$ cat src/rtl/ram_pkg.sv
// Shared types and helpers for the parametrised byte-writable RAM.
// Holds the clear-engine state enum, clog2 and the byte-merge helper.
package ram_pkg;

  typedef enum logic {
    IDLE,
    CLEAR
  } clr_state_e;

  // byte_merge works on the widest supported word; callers extend/truncate
  localparam int MAX_WSIZE = 16;
  localparam int MAX_DW    = 8 * MAX_WSIZE;

  function automatic int clog2(input int n);
    int r;
    r = 0;
    for (int i = 0; i < 31; i++) begin
      if ((1 << i) < n) r = i + 1;
    end
    return r;
  endfunction

  function automatic logic [MAX_DW-1:0] byte_merge(
    input logic [MAX_DW-1:0]    old_w,
    input logic [MAX_DW-1:0]    new_w,
    input logic [MAX_WSIZE-1:0] be
  );
    logic [MAX_DW-1:0] m;
    m = old_w;
    for (int i = 0; i < MAX_WSIZE; i++) begin
      if (be[i]) m[8*i +: 8] = new_w[8*i +: 8];
    end
    return m;
  endfunction

endpackage

$ cat src/rtl/ram_param_if.sv
// Access bus of ram_param: EN0/WE0/A0/Di0 requests, Do0/VLD0/BUSY replies.
// master = requester side, slave = the RAM.
interface ram_param_if #(
  parameter int AW    = 5,
  parameter int WSIZE = 4
);
  logic                 EN0;
  logic [WSIZE-1:0]     WE0;
  logic [AW-1:0]        A0;
  logic [8*WSIZE-1:0]   Di0;
  logic [8*WSIZE-1:0]   Do0;
  logic                 VLD0;
  logic                 BUSY;

  modport master (
    output EN0, WE0, A0, Di0,
    input  Do0, VLD0, BUSY
  );

  modport slave (
    input  EN0, WE0, A0, Di0,
    output Do0, VLD0, BUSY
  );
endinterface

$ cat src/rtl/ram_clear_fsm.sv
// Clear engine: zeroes every word after RST or a CLR0 pulse.
// In: CLK, RST, CLR0. Out: BUSY, clr_we, clr_addr.
module ram_clear_fsm
  import ram_pkg::*;
#(
  parameter int WORDS = 32,
  parameter int AW    = clog2(WORDS)
) (
  input  logic          CLK,
  input  logic          RST,
  input  logic          CLR0,
  output logic          BUSY,
  output logic          clr_we,
  output logic [AW-1:0] clr_addr
);

  localparam logic [AW:0] LAST = (AW+1)'(WORDS - 1);

  clr_state_e  state_q, state_d;
  logic [AW:0] cnt_q, cnt_d;

  always_comb begin
    state_d = state_q;
    cnt_d   = cnt_q;
    unique case (state_q)
      IDLE: begin
        if (CLR0) begin
          state_d = CLEAR;
          cnt_d   = '0;
        end
      end
      CLEAR: begin
        cnt_d = cnt_q + (AW+1)'(1);
        if (cnt_q == LAST) state_d = IDLE;
      end
      default: begin
        state_d = CLEAR;
        cnt_d   = '0;
      end
    endcase
  end

  // RST wins in every state, so a mid-clear reset restarts at word 0
  always_ff @(posedge CLK) begin
    if (RST) begin
      state_q <= CLEAR;
      cnt_q   <= '0;
    end else begin
      state_q <= state_d;
      cnt_q   <= cnt_d;
    end
  end

  assign BUSY     = (state_q == CLEAR);
  assign clr_we   = BUSY;
  assign clr_addr = cnt_q[AW-1:0];

endmodule

$ cat src/rtl/ram_param.sv
// Byte-writable single-port flop RAM with clear engine and read pipeline.
// In: CLK, RST, CLR0, bus (slave). Supports WSIZE up to 16 bytes.
module ram_param
  import ram_pkg::*;
#(
  parameter int WORDS    = 32,
  parameter int WSIZE    = 4,
  parameter int OUT_REG  = 0,
  parameter int RDW_MODE = 0,
  localparam int AW      = clog2(WORDS),
  localparam int DW      = 8 * WSIZE
) (
  input  logic        CLK,
  input  logic        RST,
  input  logic        CLR0,
  ram_param_if.slave  bus
);

  logic [DW-1:0] mem_q [WORDS];

  logic          busy;
  logic          clr_we;
  logic [AW-1:0] clr_addr;

  ram_clear_fsm #(
    .WORDS (WORDS),
    .AW    (AW)
  ) u_clr (
    .CLK      (CLK),
    .RST      (RST),
    .CLR0     (CLR0),
    .BUSY     (busy),
    .clr_we   (clr_we),
    .clr_addr (clr_addr)
  );

  logic acc;
  assign acc = bus.EN0 & ~busy;

  logic [DW-1:0]     old_w;
  logic [DW-1:0]     new_w;
  logic [MAX_DW-1:0] merged_full;

  always_comb begin
    old_w       = mem_q[bus.A0];
    merged_full = byte_merge(MAX_DW'(old_w),
                             MAX_DW'(bus.Di0),
                             MAX_WSIZE'(bus.WE0));
    new_w       = merged_full[DW-1:0];
  end

  if (DW < MAX_DW) begin : g_pad
    logic unused_hi;
    assign unused_hi = ^merged_full[MAX_DW-1:DW];
  end

  // clear and access never collide: accesses need !busy
  logic          wr_en;
  logic [AW-1:0] wr_addr;
  logic [DW-1:0] wr_data;

  always_comb begin
    wr_en   = 1'b0;
    wr_addr = bus.A0;
    wr_data = new_w;
    unique case (1'b1)
      clr_we: begin
        wr_en   = 1'b1;
        wr_addr = clr_addr;
        wr_data = '0;
      end
      (acc && |bus.WE0): wr_en = 1'b1;
      default: ;
    endcase
  end

  always_ff @(posedge CLK) begin
    if (wr_en) mem_q[wr_addr] <= wr_data;
  end

  logic [DW-1:0] rd1_q, rd1_d;
  logic          vld1_q, vld1_d;

  always_comb begin
    rd1_d  = '0;
    vld1_d = acc;
    if (acc) rd1_d = (RDW_MODE != 0) ? new_w : old_w;
  end

  always_ff @(posedge CLK) begin
    if (RST) begin
      rd1_q  <= '0;
      vld1_q <= 1'b0;
    end else begin
      rd1_q  <= rd1_d;
      vld1_q <= vld1_d;
    end
  end

  if (OUT_REG != 0) begin : g_out_reg
    logic [DW-1:0] rd2_q, rd2_d;
    logic          vld2_q, vld2_d;

    always_comb begin
      rd2_d  = rd1_q;
      vld2_d = vld1_q;
    end

    always_ff @(posedge CLK) begin
      if (RST) begin
        rd2_q  <= '0;
        vld2_q <= 1'b0;
      end else begin
        rd2_q  <= rd2_d;
        vld2_q <= vld2_d;
      end
    end

    assign bus.Do0  = rd2_q;
    assign bus.VLD0 = vld2_q;
  end else begin : g_no_out_reg
    assign bus.Do0  = rd1_q;
    assign bus.VLD0 = vld1_q;
  end

  assign bus.BUSY = busy;

endmodule

$ cat src/flat_wrapper.sv
// flat-port wrapper written by rule: the top's interface ports become plain ports
module ram_param_flat import ram_pkg::*;
#(
  parameter int WORDS    = 32,
  parameter int WSIZE    = 4,
  parameter int OUT_REG  = 0,
  parameter int RDW_MODE = 0,
  localparam int AW      = clog2(WORDS),
  localparam int DW      = 8 * WSIZE
)
  (CLK, RST, CLR0, bus_EN0, bus_WE0, bus_A0, bus_Di0, bus_Do0, bus_VLD0, bus_BUSY);
  ram_param_if #(.AW(5), .WSIZE(WSIZE)) bus_i ();
  input  logic CLK;
  input  logic RST;
  input  logic CLR0;
  input wire logic [$bits(bus_i.EN0)-1:0] bus_EN0;
  input wire logic [$bits(bus_i.WE0)-1:0] bus_WE0;
  input wire logic [$bits(bus_i.A0)-1:0] bus_A0;
  input wire logic [$bits(bus_i.Di0)-1:0] bus_Di0;
  output wire logic [$bits(bus_i.Do0)-1:0] bus_Do0;
  output wire logic [$bits(bus_i.VLD0)-1:0] bus_VLD0;
  output wire logic [$bits(bus_i.BUSY)-1:0] bus_BUSY;
  assign bus_i.EN0 = bus_EN0;
  assign bus_i.WE0 = bus_WE0;
  assign bus_i.A0 = bus_A0;
  assign bus_i.Di0 = bus_Di0;
  assign bus_Do0 = bus_i.Do0;
  assign bus_VLD0 = bus_i.VLD0;
  assign bus_BUSY = bus_i.BUSY;
  ram_param #(.WORDS(WORDS), .WSIZE(WSIZE), .OUT_REG(OUT_REG), .RDW_MODE(RDW_MODE)) u_core (.CLK(CLK), .RST(RST), .CLR0(CLR0), .bus(bus_i));
endmodule
$ cat config.mk
export PLATFORM = sky130hd
export DESIGN_NAME = ram_param_flat
export DESIGN_NICKNAME = d
export VERILOG_FILES = /design/src/rtl/ram_pkg.sv /design/src/rtl/ram_param_if.sv /design/src/rtl/ram_clear_fsm.sv /design/src/rtl/ram_param.sv /design/src/flat_wrapper.sv
export SDC_FILE = /design/constraint.sdc
export NUM_CORES = 1
export LEC_CHECK = 0
export ABC_AREA = 1
export BUFFER_PORTS_ARGS = -buffer_cell sky130_fd_sc_hd__buf_4
export CAP_MARGIN = 20
export CORE_MARGIN = 2
export CORE_UTILIZATION = 36
export CTS_BUF_LIST = sky130_fd_sc_hd__clkbuf_16
export CTS_CLUSTER_SIZE = 12
export DETAILED_ROUTE_END_ITERATION = 8
export PLACE_DENSITY = 0.6
export REMOVE_ABC_BUFFERS = 1
export SETUP_SLACK_MARGIN = 0.3
export SYNTH_ARGS = -nofsm -noshare
export SYNTH_HDL_FRONTEND = slang
export SYNTH_SLANG_ARGS = --single-unit
$ cat constraint.sdc
create_clock -name CLK -period 7.1 [get_ports CLK]
set_clock_uncertainty 0.2 [all_clocks]
set_input_delay 1.42 -clock CLK [delete_from_list [all_inputs] [get_ports CLK]]
set_output_delay 1.42 -clock CLK [all_outputs]
set_load 0.02 [all_outputs]
Word level (Yosys, flattened, before mapping)
Memory sizes are Yosys's and may differ from the RTL's.
Cells that the tools add are included.
{ "word_totals": {"input_bits": 45, "ff_bits": 40, "ram_bits": 1024, "memories": 1, "out_inout_bits": 34} }
{ "classes": {"n_reduce_logical": 4, "n_addsub": 1, "eq_ne": 2, "muxes": 14, "bitwise_logic": 3} }
{ "mem_list": {"columns": ["memory", "depth", "word_bits", "rd", "rd_clocked_by_memory_dff", "wr", "line_no", "text"], "rows": [
  ["u_core.mem_q", 32, 32, 1, 0, 1, "ram_param.sv:19", "logic [DW-1:0] mem_q [WORDS];"]
]} }
{ "ops": {"columns": ["operator", "count"], "rows": [
  ["2-to-1 mux 32 bit", 1],
  ["2-to-1 mux 8 bit", 4],
  ["case mux 6 bit (2 select lines)", 1],
  ["adder 6 x 1 -> 6 bit (second input constant)", 1],
  ["equality test 6 x 5 -> 1 bit (second input constant)", 1],
  ["2-to-1 mux 6 bit", 1],
  ["2-to-1 mux 1 bit", 5],
  ["2-to-1 mux 5 bit", 1],
  ["OR reduction 2 bit", 2],
  ["OR reduction 4 bit", 1],
  ["!= test 2 bit (second input constant)", 1],
  ["inverter 1 bit", 2],
  ["case mux 1 bit (2 select lines)", 1],
  ["AND 1 bit", 1],
  ["logical AND 1 bit", 1]
]} }

Logic depth before layout (Yosys ltp)
{ "depth": {"ltp_word": 7, "ltp_mapped": 12, "ltp_nobuf": 9} }

By module
A second synthesis with hierarchy kept.
{ "hier_totals": {"hier_cells": 3656, "area_unflattened_um2": 42941.2} }
{ "modules_own_cells": {"columns": ["mod", "seq_area_each_um2", "n_inst", "area_per_inst_um2", "cells_each"], "rows": [
  ["ram_param", 31410.1, 1, 42577.1, 3604],
  ["ram_clear_fsm", 140.1, 1, 364.1, 52]
]} }

Worst setup path before layout
Ideal clock, no wire load.
{ "synth_timing": {"path_kind": "in2reg", "start": "input port bus_A0[1]", "end": "memory u_core.mem_q[0][0] in the netlist's numbering (enable)", "path_slack_ns": 2.795, "arrival_time_ns": 3.684, "stages": 5, "path_cell_list": "buf_4 buf_4 o21ai_0 nand3_1 nor2_1"} }
{ "synth_via": {"elab_chain_len": 1} }
{ "synth_lines": {"columns": ["element", "line_no", "text"], "rows": [
  ["start, declared", "flat_wrapper.sv:18", "input wire logic [$bits(bus_i.A0)-1:0] bus_A0;"],
  ["2-to-1 mux 5 bit", "ram_param.sv:66", "unique case (1'b1)"],
  ["end, declared", "ram_param.sv:19", null]
]} }
No other way between the ends.

Worst setup path in the final report
{ "layout_timing": {"start": "input port bus_A0[0]", "end": "memory u_core.mem_q[21][24] in the netlist's numbering (enable)"} }
The elaborated chain is that of the path after synthesis.

==> impl_results.html <==
<table>
<tr><th>Metric</th><th>Value</th></tr>
<tr><th colspan="2">Synthesis</th></tr>
<tr><td>Most repeated cell in the gate-level netlist after synthesis</td><td>sky130_fd_sc_hd__nand2_1</td></tr>
<tr><td>Async set-reset flop share out of synthesis</td><td>0%</td></tr>
<tr><td>Most frequently used flop master after synthesis</td><td>sky130_fd_sc_hd__edfxtp_1</td></tr>
<tr><td>Proportion of netlist area held by the largest area contributor</td><td>slightly above 70%</td></tr>
<tr><td>Compound-Gate Fraction of Synth Area</td><td>0.942%</td></tr>
<tr><td>Yosys warning total</td><td>0</td></tr>
<tr><td>Cell area after synthesis</td><td>~43000 um2</td></tr>
<tr><td>Number of cells produced by synthesis</td><td>3640</td></tr>
<tr><td>Number of flops mapped to enable cells by yosys</td><td>between 1000 and 1500</td></tr>
<tr><td>Number of distinct library cells after synthesis</td><td>23</td></tr>
<tr><td>Post-synthesis mux area share</td><td>0%</td></tr>
<tr><td>Cells taking the most area after synthesis</td><td>sky130_fd_sc_hd__edfxtp_1, sky130_fd_sc_hd__nand2_1, sky130_fd_sc_hd__nand3_1</td></tr>
<tr><td>Largest family of logic cells by synthesized area</td><td>simple AND/OR/NAND/NOR gates</td></tr>
<tr><td>Synth Area in Adders</td><td>less than 1%</td></tr>
<tr><td>Number of synthesized register bits</td><td>~1100</td></tr>
<tr><td>Post-synthesis average cell area</td><td>11.8 um2</td></tr>
<tr><td>Proportion of synthesized chip area in sequential cells</td><td>73.3%</td></tr>
<tr><td>Xor and xnor area share after synthesis</td><td>0%</td></tr>
<tr><td>Synth Area in Simple Gates</td><td>22.1%</td></tr>
<tr><td>Post-synthesis cell type with the largest combined area</td><td>sky130_fd_sc_hd__edfxtp_1</td></tr>
<tr><td>Commonest cells post-synth</td><td>sky130_fd_sc_hd__nand2_1, sky130_fd_sc_hd__edfxtp_1, sky130_fd_sc_hd__nand3_1, sky130_fd_sc_hd__buf_2, sky130_fd_sc_hd__nor2_1</td></tr>
<tr><th colspan="2">Detailed routing</th></tr>
<tr><td>Post-detailed-route DRC marker count</td><td>0</td></tr>
<tr><td>Via/cell ratio</td><td>roughly 5.3</td></tr>
<tr><td>Avg WL per Cell</td><td>between 20 and 25 um</td></tr>
<tr><td>Total wirelength of the detailed-routed design</td><td>roughly 120000 um</td></tr>
<tr><td>Antenna violation net count after detailed routing</td><td>0</td></tr>
<tr><td>Via count of the routed design</td><td>28100</td></tr>
<tr><td>TritonRoute pass-1 iters</td><td>7</td></tr>
<tr><td>Detailed router's first-iteration violation count</td><td>approximately 2800</td></tr>
<tr><th colspan="2">Setup path</th></tr>
<tr><td>Category of the worst setup path capture point</td><td>flip-flop</td></tr>
<tr><td>Biggest fanout along the worst timing path</td><td>99</td></tr>
<tr><td>Worst reg-to-reg setup slack</td><td>2.93 ns</td></tr>
<tr><td>Worst Path Arrival</td><td>about 4.6 ns</td></tr>
<tr><td>Category of the critical setup timing path</td><td>in -&gt; reg</td></tr>
<tr><td>Critical path data required time</td><td>a little over 7 ns</td></tr>
<tr><td>Element type at the critical path start</td><td>input port</td></tr>
<tr><th colspan="2">Pwr</th></tr>
<tr><td>Clock network fraction of design power</td><td>between 40% and 50%</td></tr>
<tr><td>Switch share</td><td>around 22%</td></tr>
<tr><td>Power after layout</td><td>12.7 mW</td></tr>
<tr><td>Net switching power</td><td>~2.8 mW</td></tr>
<tr><td>Relative contribution of sequential cells to total power</td><td>a little over half</td></tr>
<tr><td>Standby leakage power</td><td>18.3 nW</td></tr>
<tr><td>Power per unit of standard cell area</td><td>260 nW/um2</td></tr>
<tr><td>Part of the total power dissipated in combinational logic</td><td>approximately 5.3%</td></tr>
<tr><td>IR drop worst, VDD</td><td>about 0.2 mV</td></tr>
<tr><td>Internal Power</td><td>about 10 mW</td></tr>
<tr><th colspan="2">STA</th></tr>
<tr><td>Final count of hold timing violations</td><td>0</td></tr>
<tr><td>Post-layout min period</td><td>4.44 ns</td></tr>
<tr><td>Fmax achieved</td><td>between 200 and 250 MHz</td></tr>
<tr><td>Setup_tns</td><td>0 ns</td></tr>
<tr><td>Final setup violation count</td><td>0</td></tr>
<tr><td>Actual slew at the worst max-slew pin</td><td>1.05 ns</td></tr>
<tr><td>Worst hold slack after final layout</td><td>between 0.2 and 0.3 ns</td></tr>
<tr><td>Post-route clock period utilization</td><td>between 60 and 70%</td></tr>
<tr><td>Worst Slack Setup Final</td><td>approximately 2.7 ns</td></tr>
<tr><td>Number of pins with negative max-slew slack in the final report</td><td>0</td></tr>
<tr><td>RSZ-0062 raised after global routing</td><td>no</td></tr>
<tr><td>Max_slew headroom</td><td>between 30% and 40%</td></tr>
<tr><th colspan="2">Place</th></tr>
<tr><td>Placed wire-length estimate after detailed placement</td><td>62100 um</td></tr>
<tr><td>Final Wtd Congestion</td><td>around 0.77</td></tr>
<tr><td>Post-Place Setup Slack</td><td>2.07 ns</td></tr>
<tr><td>Count of buffers inserted at the top-level ports</td><td>78</td></tr>
<tr><th colspan="2">Cells and area</th></tr>
<tr><td>Number of filler cells placed in the layout</td><td>11000</td></tr>
<tr><td>Final nets</td><td>3753</td></tr>
<tr><td>Post-layout util</td><td>between 40% and 50%</td></tr>
<tr><td>Share of cells above drive strength 1</td><td>9.99%</td></tr>
<tr><td>Layout-stage area growth over the synthesis result</td><td>13.0%</td></tr>
<tr><th colspan="2">Run</th></tr>
<tr><td>MaxCap Viol Count</td><td>0</td></tr>
<tr><th colspan="2">Global route</th></tr>
<tr><td>Global route total overflow</td><td>0</td></tr>
<tr><td>Maximum number of pins on one net before global-route repair</td><td>197</td></tr>
<tr><td>Initial antenna violation count</td><td>2</td></tr>
<tr><td>Tot GR Track Use</td><td>19.3%</td></tr>
<tr><td>Wire length of the first global-routing pass</td><td>between 150000 and 200000 um</td></tr>
<tr><td>Number of global-route vias before repair</td><td>26600</td></tr>
<tr><th colspan="2">Die</th></tr>
<tr><td>Horizontal die dimension</td><td>about 350 um</td></tr>
<tr><td>Total number of placement rows</td><td>about 130</td></tr>
<tr><td>Starting density of the core</td><td>a little over a third</td></tr>
<tr><td>Area of the die</td><td>roughly 120000 um2</td></tr>
<tr><td>Core area</td><td>118000 um2</td></tr>
<tr><td>Top-Level Pins</td><td>79</td></tr>
<tr><td>Die Y</td><td>350 um</td></tr>
<tr><th colspan="2">Run status</th></tr>
<tr><td>Run status</td><td>completed</td></tr>
<tr><th colspan="2">CTS</th></tr>
<tr><td>CTS tree</td><td>built</td></tr>
<tr><td>Maximum buffer depth of the clock tree</td><td>3</td></tr>
<tr><td>Number of buffers inserted for hold repair after clock tree synthesis</td><td>0</td></tr>
<tr><td>Clock latency on the worst-skew pair</td><td>0.68 ns</td></tr>
<tr><td>Max H-tree Level</td><td>3</td></tr>
<tr><td>CTS Root Buffer Type</td><td>sky130_fd_sc_hd__clkbuf_16</td></tr>
<tr><td>Inserted Clock Buffers</td><td>107</td></tr>
<tr><td>CTS sink count</td><td>between 1000 and 1500</td></tr>
<tr><td>Post-CTS setup repair buffer count</td><td>0</td></tr>
<tr><td>Clock transition at the registers of the reported paths</td><td>roughly 0.06 ns</td></tr>
<tr><td>CTS resizes</td><td>0</td></tr>
<tr><th colspan="2">Hold path</th></tr>
<tr><td>Worst hold path class</td><td>reg -&gt; reg</td></tr>
</table>
-- placed cells by master, fill, tap and decap left out, types with 3 or more instances in the layout --
master                      count
sky130_fd_sc_hd__nand2_1     1329
sky130_fd_sc_hd__a21oi_1        8
sky130_fd_sc_hd__nor3_1         3
sky130_fd_sc_hd__clkinv_2       9
sky130_fd_sc_hd__inv_1         57
sky130_fd_sc_hd__buf_12        15
sky130_fd_sc_hd__inv_2          3
sky130_fd_sc_hd__nor2_1        39
sky130_fd_sc_hd__nor2_4        32
sky130_fd_sc_hd__o21ai_0       39
sky130_fd_sc_hd__inv_6          4
sky130_fd_sc_hd__buf_8          7
sky130_fd_sc_hd__dfxtp_1       40
sky130_fd_sc_hd__buf_4        164
sky130_fd_sc_hd__edfxtp_1    1024
sky130_fd_sc_hd__nand3_1      840
sky130_fd_sc_hd__clkinv_1      18
sky130_fd_sc_hd__a21oi_2       27
sky130_fd_sc_hd__clkbuf_16    109
-- final timing paths --
check,from,end,cells after the start
worst max register to register,u_core.u_clr.BUSY$_SDFF_PP1_,u_core.mem_q[8][29]$_DFFE_PP_,8
worst max-delay path,bus_A0[0],u_core.mem_q[21][24]$_DFFE_PP_,6
worst min-delay path,u_core.u_clr.cnt_q[5]$_SDFFE_PP0P_,u_core.u_clr.cnt_q[5]$_SDFFE_PP0P_,1
worst min register to register,u_core.u_clr.cnt_q[5]$_SDFFE_PP0P_,u_core.u_clr.cnt_q[5]$_SDFFE_PP0P_,1
-- state kept, by name, summed over array words and instances, names as in the netlist --
| name | cells |
|---|---|
| u_core.mem_q | 1024 |
| u_core.bus.VLD0 | 1 |
| u_core.bus.Do0 | 32 |
| u_core.u_clr.cnt_q | 6 |
| u_core.u_clr.BUSY | 1 |
-- critical path, stage by stage --
cell and delay [ns]:
sky130_fd_sc_hd__buf_8 0.41, sky130_fd_sc_hd__inv_16 0.24, sky130_fd_sc_hd__a21oi_2 0.28, sky130_fd_sc_hd__nand3_1 0.62
sky130_fd_sc_hd__nor2_4 1.00, sky130_fd_sc_hd__buf_4 0.36
-- area by class of cell --
cell class | count | area (um2) | area share, %
Sequential cell | 1064 | 31600 | 64.9
Multi-Input combinational cell | 2324 | 10200 | 21.1
Clock buffer | 109 | 2730 | 5.61
Tap cell | 1536 | 1920 | 3.95
Timing Repair Buffer | 187 | 1650 | 3.39
Clock inverter | 75 | 389 | 0.801
Inverter | 23 | 116 | 0.239
Antenna cell | 1 | 2.50 | 0.00515
-- power by group through the flow --
stage,sequential [mW],combinational (mW),clock (mW)
floorplan,6.99,0.335,0
global placement,6.99,0.662,0
detailed placement,6.99,0.665,0
CTS,6.86,0.667,5.19
global route,6.86,0.728,5.42
finish,6.86,0.665,5.12
-- through the flow --
step / cell area (um2) / instances
after floorplan: 41500 / 3411
after global placement: 45400 / 5128
after detailed placement: 45400 / 5129
after CTS: 48500 / 5313
after global routing: 48600 / 5318
final: 48600 / 5319
-- cell families (layout without fill, tap and decap cells) --
group / Yosys count / in the layout
compound gates: 78 / 78
flops: 1064 / 1064
simple gates: 2245 / 2245
buf+inv: 252 / 394
other cells: 0 / 1
fa+ha+maj: 1 / 1
-- layer usage --
metal	track usage, %	routed length, um	up-vias
met4	5.88	3180	0
met5	0	0	-
li1	-	-	12900
met2	31.6	57200	1094
met3	3.69	9440	198
met1	25.9	49600	13900
Power figures use the tool's default switching activity.
